### src/rtl/cache_fill_ctrl.sv
// Write-strobe generator and multi-word line refill sequencer for the write-through cache.
// Optional build macro CRITICAL_WORD_FIRST_EN: the refill starts at the missed word and wraps around the line.
module cache_fill_ctrl #(
    parameter int LINE_WORDS = 4,
    parameter int RAM_LAT    = 1,
    parameter int OFS_W      = (LINE_WORDS > 1) ? $clog2(LINE_WORDS) : 1
) (
    input  logic             clk,
    input  logic             rst,
    input  logic             we,
    input  logic             re,
    input  logic             hit,
    input  logic [OFS_W-1:0] req_ofs,
    output logic             RAM_we,
    output logic             RAM_re,
    output logic             cache_we,
    output logic             cache_src,
    output logic [OFS_W-1:0] fill_ofs,
    output logic             busy,
    output logic             done
);

    localparam int LAT_W = (RAM_LAT > 1) ? $clog2(RAM_LAT) : 1;
    localparam logic [OFS_W-1:0] LAST_WORD = OFS_W'(LINE_WORDS - 1);
    localparam logic [OFS_W-1:0] OFS_ONE   = OFS_W'(1);
    localparam logic [LAT_W-1:0] LAT_LAST  = LAT_W'(RAM_LAT - 1);
    localparam logic [LAT_W-1:0] LAT_ONE   = LAT_W'(1);

    typedef enum logic [1:0] {
        IDLE  = 2'd0,
        ISSUE = 2'd1,
        WAIT  = 2'd2,
        WRITE = 2'd3
    } state_t;

    state_t           state_q;
    logic [OFS_W-1:0] fill_ofs_q;
    logic [OFS_W-1:0] word_cnt_q;
    logic [LAT_W-1:0] lat_cnt_q;
    logic             ram_re_q;
    logic             wr_q;
    logic             busy_q;
    logic             done_q;

    logic [OFS_W-1:0] ofs_inc_d;
    logic [OFS_W-1:0] start_ofs_d;
    logic             miss_d;
    logic             last_word_d;

`ifdef CRITICAL_WORD_FIRST_EN
    assign start_ofs_d = req_ofs;
`else
    logic unused_req_ofs_s;
    assign unused_req_ofs_s = ^req_ofs;
    assign start_ofs_d      = {OFS_W{1'b0}};
`endif

    // Next refill offset (modulo line size) and miss/last-word decode.
    always_comb begin
        ofs_inc_d   = (fill_ofs_q == LAST_WORD) ? {OFS_W{1'b0}} : (fill_ofs_q + OFS_ONE);
        miss_d      = re & ~hit & ~we;
        last_word_d = (word_cnt_q == LAST_WORD);
    end

    // Refill FSM with registered strobes; read misses collided with a write are dropped.
    always_ff @(posedge clk or negedge rst) begin
        if (!rst) begin
            state_q    <= IDLE;
            fill_ofs_q <= {OFS_W{1'b0}};
            word_cnt_q <= {OFS_W{1'b0}};
            lat_cnt_q  <= {LAT_W{1'b0}};
            ram_re_q   <= 1'b0;
            wr_q       <= 1'b0;
            busy_q     <= 1'b0;
            done_q     <= 1'b0;
        end else begin
            case (state_q)
                IDLE: begin
                    if (miss_d) begin
                        state_q    <= ISSUE;
                        fill_ofs_q <= start_ofs_d;
                        word_cnt_q <= {OFS_W{1'b0}};
                        ram_re_q   <= 1'b1;
                        busy_q     <= 1'b1;
                    end else begin
                        state_q    <= IDLE;
                    end
                end
                ISSUE: begin
                    ram_re_q <= 1'b0;
                    if (RAM_LAT == 1) begin
                        state_q <= WRITE;
                        wr_q    <= 1'b1;
                        done_q  <= last_word_d;
                    end else begin
                        state_q   <= WAIT;
                        lat_cnt_q <= LAT_ONE;
                    end
                end
                WAIT: begin
                    if (lat_cnt_q == LAT_LAST) begin
                        state_q <= WRITE;
                        wr_q    <= 1'b1;
                        done_q  <= last_word_d;
                    end else begin
                        lat_cnt_q <= lat_cnt_q + LAT_ONE;
                    end
                end
                WRITE: begin
                    wr_q       <= 1'b0;
                    done_q     <= 1'b0;
                    fill_ofs_q <= ofs_inc_d;
                    if (last_word_d) begin
                        state_q    <= IDLE;
                        busy_q     <= 1'b0;
                        word_cnt_q <= {OFS_W{1'b0}};
                    end else begin
                        state_q    <= ISSUE;
                        ram_re_q   <= 1'b1;
                        word_cnt_q <= word_cnt_q + OFS_ONE;
                    end
                end
                default: begin
                    state_q  <= IDLE;
                    ram_re_q <= 1'b0;
                    wr_q     <= 1'b0;
                    busy_q   <= 1'b0;
                    done_q   <= 1'b0;
                end
            endcase
        end
    end

    // Idle write path is combinational; the reset term keeps RAM writes off while in reset.
    assign RAM_we    = we & rst & ~busy_q;
    assign cache_we  = (we & hit & rst & ~busy_q) | wr_q;
    assign cache_src = wr_q;
    assign RAM_re    = ram_re_q;
    assign fill_ofs  = fill_ofs_q;
    assign busy      = busy_q;
    assign done      = done_q;

endmodule

### config.mk
export PLATFORM = sky130hd
export DESIGN_NAME = cache_fill_ctrl
export DESIGN_NICKNAME = d
export VERILOG_FILES = /design/src/rtl/cache_fill_ctrl.sv
export SDC_FILE = /design/constraint.sdc
export NUM_CORES = 1
export LEC_CHECK = 0
export CAP_MARGIN = 40
export CORE_MARGIN = 5
export CORE_UTILIZATION = 38
export CTS_CLUSTER_DIAMETER = 50
export DETAILED_ROUTE_END_ITERATION = 8
export PLACE_DENSITY = 0.69
export SYNTH_ARGS = -nofsm -noshare
export SYNTH_HDL_FRONTEND = slang
export SYNTH_SLANG_ARGS = --single-unit
export TNS_END_PERCENT = 10
### constraint.sdc
create_clock -name clk -period 2.7 [get_ports clk]
set_clock_uncertainty 0.15 [all_clocks]
set_input_delay 0.405 -clock clk [delete_from_list [all_inputs] [get_ports clk]]
set_output_delay 0.405 -clock clk [all_outputs]
set_load 0.1 [all_outputs]
==> impl_metrics.json, run 1 <==
{
  "outcome": "completed",
  "design_area_um2": 733.2,
  "grtUsageTotal_pct": 12.06,
  "relSlewSlack_pct": 77.25,
  "drv_slew": 0,
  "wl_per_cell_um": 13.65,
  "ys_warn_count": 0,
  "synth_compound_area_share_pct": 18.72,
  "cts_buffers": 3,
  "antenna_left": 0,
  "place_congestion": 0.6773,
  "synth_top_cell_by_area": "dfrtp_1",
  "drt_iter0_drc": 4,
  "placed_cell_area_um2": 696.9,
  "async_reset_ff_share_pct": 100.0,
  "r2r_cells": 5,
  "critical_path.max_fanout": 2,
  "drv_cap": 0,
  "seqCellArea_um2": 250.2,
  "fmax_mhz": 494.4,
  "cts_tree": "built",
  "htreeDepth": 1,
  "synth_nets": 63,
  "overflow": 0,
  "grt_start_max_net_pins": 11,
  "initial_core_util_pct": 41.09,
  "syn_avg_cell_area_um2": 11.42,
  "multi_input_area_um2": 272.8,
  "grt_pass1_vias": 386,
  "r2r-start": "state_q[0]",
  "vias": 410,
  "path_class": "input port to primary output",
  "clock_latency_ns": 0.27,
  "drive_gt1_share_pct": 28.13,
  "synth.area.top_cells": "dfrtp_1, ha_1, a32o_1",
  "syn_to_final_growth_pct": 33.79,
  "worst_setup_path_start_kind": "input port",
  "period_share_pct": 74.91,
  "cts_root_buf": "clkbuf_4",
  "critPathLaunch": "rst",
  "fillers": 119,
  "cts_buffer_depth": 2,
  "synth_seq_cells": 10,
  "post-cts-setup-buffers": 0,
  "syn_area_um2": 548.0,
  "synth_edf_count": 0,
  "synth_top_area_share_pct": 45.66,
  "core_um2": 1334,
  "hold_slack_ns": 0.2991,
  "synth_simple_gate_area_share_pct": 10.73,
  "vias_per_cell": 5.190,
  "cts_resized": 0,
  "r2r_end": "word_cnt_q[0]",
  "synth_xor_area_share_pct": 0,
  "muxShareOfSynthArea_pct": 1.826,
  "synth_most_common_cell": "dfrtp_1",
  "period_minus_slack_ns": 2.022,
  "setup_viol": 0,
  "die_h_um": 47.98,
  "placementRows": 13,
  "reg2reg_slack_ns": 1.02,
  "antenna_found_initial": 0,
  "final_nets": 80,
  "die_area_um2": 2302,
  "num_io_pins": 15,
  "cts.clk_slew.worst_paths_ns": 0.07,
  "rsz0062_at_grt": "no",
  "synth_cell_types": 19,
  "drcViolationCount": 0,
  "port_buffers": 12,
  "dpl.hpwl_um": 826.6,
  "hold_viol": 0,
  "drtPass1Iterations": 4,
  "die-width_um": 47.98,
  "yosys.area_share.adder_pct": 18.26,
  "finalSetupTns_ns": 0,
  "hp-class": "input port to async pin",
  "cp.required_ns": 2.14,
  "yosys-top-cells-count": "dfrtp_1, ha_1, inv_1",
  "grt_pass1_wl_um": 1794,
  "synth_top_family_by_area": "compound AO/OA/AOI/OAI gates",
  "synth_flop_cell": "dfrtp_1",
  "clock-sinks": 10,
  "worstPathArrival_ns": 1.47,
  "wl_um": 1078,
  "diodes": 0,
  "worst_pin_slew_ns": 0.3413,
  "synthCells": 48,
  "end_kind": "primary output",
  "hold_buffers": 0,
  "synth_seq_area_share_pct": 45.66
}
[routing by layer]
| layer | global-route usage, % | share of wire [%] |
|---|---|---|
| met1 | 14.58 | 43 |
| met5 | 0 | 0 |
| met2 | 18.47 | 48 |
| met3 | 2.256 | 6.7 |
| met4 | 9.677 | 2.0 |
[stage by stage]
step / instances / util, % / worst slack, ns
3_5_place_dp: 75 / 52.25 / 0.6735
4_1_cts: 79 / 54.97 / 0.6642
6_report: 79 / 54.97 / 0.6775
2_1_floorplan: 48 / - / 0.1821
5_1_grt: 79 / 54.97 / 0.6430
3_3_place_gp: 75 / 52.25 / 0.6742
[cell families (layout without fill, tap and decap cells)]
kind of cell             Yosys count  count (layout)
adder cells (fa/ha/maj)            8               8
AND/OR/NAND/NOR                   10              10
flip-flops                        10              10
multiplexers                       1               1
AO/OA/AOI/OAI                     12              12
buffers and inverters              7              23
[final cells by class]
type                            count  share of cell area (%)
Tap cell                           15                   2.560
Multi-Input combinational cell     31                   37.20
Sequential cell                    10                   34.13
Clock buffer                        4                   4.949
Inverter                            6                   3.072
Timing Repair Buffer               13                   18.09
[sequential cells by signal (all words and copies together), names as in the netlist]
name        cells
RAM_re          1
fill_ofs        2
word_cnt_q      2
cache_src       1
state_q         2
done            1
busy            1
[cells in the final DEF, fill, tap and decap left out]
cell type,count
o22ai_1,1
nor2b_1,1
a21oi_1,2
nand2_1,2
o31ai_1,1
clkbuf_4,3
mux2i_1,1
clkdlybuf4s50_1,4
and4bb_2,1
ha_1,8
buf_4,7
a221oi_2,1
dfrtp_1,10
inv_1,6
a21o_2,1
a32o_1,4
buf_12,2
or3b_4,1
clkbuf_8,1
nor2_1,4
and3_2,1
a21boi_0,1
a211oi_1,1
[worst max-delay path by stage]
| stage | endpoint | slack (ns) | cells after the start |
|---|---|---|---|
| 2_1_floorplan | cache_we | 0.18 | 3 |
| 3_3_place_gp | cache_we | 0.67 | 4 |
| 3_5_place_dp | cache_we | 0.67 | 4 |
| 4_1_cts | cache_we | 0.66 | 4 |
| 5_1_grt | cache_we | 0.64 | 4 |
| 6_report | cache_we | 0.68 | 4 |
[worst max-delay path, cell delays in order]
cell and delay, ns:
clkdlybuf4s50_1 0.42, and3_2 0.25, a21o_2 0.23, buf_12 0.16
Power of run 1 is left out: the tool's default activity adds up to more than one toggle a clock period on the data nets, which glitch-free logic cannot reach.
==> run 2: changes to the inputs <==
PLACE_DENSITY = 0.71   (was 0.69)
clock period = 1.7 ns   (was 2.7 ns; I/O delays follow)
==> run 2 against run 1 <==
Net effect:
- cell count increased by 7.6%
- count of clock-buffer cells in the layout unchanged
- flip-flop and latch count unchanged
- register-to-register slack lost 0.90 ns
- first-iteration DRC count unchanged
- die area stayed put
- worst setup slack got worse by 0.67 ns
- critical path type is now register to primary output
- non-clock buffer count increased by 6
- via count increased by 7.8%
- global-route usage is 0.84 points higher
- critical path depth unchanged
==> impl_metrics.json, run 2 (same netlist as run 1, synthesis figures left out) <==
{
  "clock-sinks": 10,
  "drcViolationCount": 0,
  "worstPathArrival_ns": 1.29,
  "cts_tree": "built",
  "clock_latency_ns": 0.27,
  "diodes": 0,
  "htreeDepth": 1,
  "placementRows": 13,
  "drtPass1Iterations": 4,
  "grtUsageTotal_pct": 12.90,
  "cts_buffer_depth": 2,
  "cp.required_ns": 1.29,
  "grt_pass1_vias": 477,
  "path_class": "register to primary output",
  "drive_gt1_share_pct": 38.57,
  "port_buffers": 12,
  "syn_to_final_growth_pct": 57.08,
  "use_met2_pct": 22.43,
  "rsz0062_at_grt": "yes",
  "critical_path.max_fanout": 2,
  "period_minus_slack_ns": 1.693,
  "drv_slew": 0,
  "fmax_mhz": 590.8,
  "hp-class": "input port to async pin",
  "relSlewSlack_pct": 77.46,
  "setup_ws_ns": 0.007275,
  "drv_cap": 0,
  "antenna_left": 0,
  "final_cell_mix": "dfrtp_1, buf_12, ha_1, buf_4, inv_1",
  "core_um2": 1334,
  "critPathSlowestCell": "dfrtp_4",
  "overflow": 0,
  "cts.clk_slew.worst_paths_ns": 0.07,
  "outcome": "completed",
  "wl_per_cell_um": 13.53,
  "fin_cells": 85,
  "wl_um": 1150,
  "grt_start_max_net_pins": 11,
  "die_area_um2": 2302,
  "vias": 442,
  "die_h_um": 47.98,
  "dpl_worst_slack_ns": -0.1471,
  "place_congestion": 0.7780,
  "drt_iter0_drc": 4,
  "setup_viol": 0,
  "cts_root_buf": "clkbuf_4",
  "placed_cells": 80,
  "grt_use_met3_pct": 1.504,
  "hold_buffers": 0,
  "period_share_pct": 99.57,
  "num_io_pins": 15,
  "path_cells": "inv_2 -> and3_4 -> a21o_4 -> buf_12",
  "cts_buffers": 3,
  "antenna_found_initial": 0,
  "dpl.hpwl_um": 930,
  "cpPeakStageDelay_ns": 0.48,
  "die-width_um": 47.98,
  "met1_usage_pct": 13.44,
  "worst_pin_slew_ns": 0.3380,
  "grt_pass1_wl_um": 1973,
  "vias_per_cell": 5.200,
  "hold_viol": 0,
  "worst_setup_path_start_kind": "register",
  "grt.busiest_layer": "met2",
  "layout_commonest_cell": "dfrtp_1",
  "final_nets": 86,
  "end_kind": "primary output",
  "initial_core_util_pct": 41.09
}
run 2: per-layer routing:
metal	part of all wire, %	routed length, um
met4	3.6	41
met1	38	436
met3	5.7	66
met5	0	0
met2	53	606
run 2: per-stage QoR:
stage | area [um2] | setup TNS [ns] | hold WS (ns) | util [%]
after floorplan | 563.0 | -0.3224 | -0.1906 | -
after global placement | 823.3 | -0.4745 | 0.3658 | 61.73
after detailed placement | 823.3 | -0.5960 | 0.3992 | 61.73
after CTS | 855.8 | -0.001526 | 0.1576 | 64.17
after global routing | 860.8 | -0.03820 | 0.1869 | 64.54
final | 860.8 | 0 | 0.1552 | 64.54
run 2: worst max-delay path, delay by kind of cell, from the launching register on:
kind,cells,cell delay (ns)
buf+inv,2,0.22
flops,1,0.48
simple gates,1,0.19
compound gates,1,0.12
run 2: final cells by class:
type                       count  area (um2)
tap                           15       18.77
fill                          97       473.0
clock buffer                   4       26.28
sequential                    10       254.0
multi-input combinational     31       287.8
timing repair buffer          19       251.5
inverter                       6       22.52
run 2: what timing repair did:
item	in CTS	in global routing
gates resized for setup	1	2
hold endpoints to repair	0	0
setup endpoints to repair	1	5
setup buffers	1	0
run 2: path summary, 6_finish.rpt:
kind | cells after the start | to | from | slack, ns
setup / recovery | 4 | cache_we | busy | 0.007
hold / removal | 2 | busy | rst | 0.16
setup reg to reg | 5 | word_cnt_q[1] | state_q[1] | 0.12
hold reg to reg | 2 | done | done | 0.41
max in group asynchronous | 2 | busy | rst | 1.09
min in group clk | 4 | state_q[0] | we | 0.39
Power of run 2 is left out for the same reason.
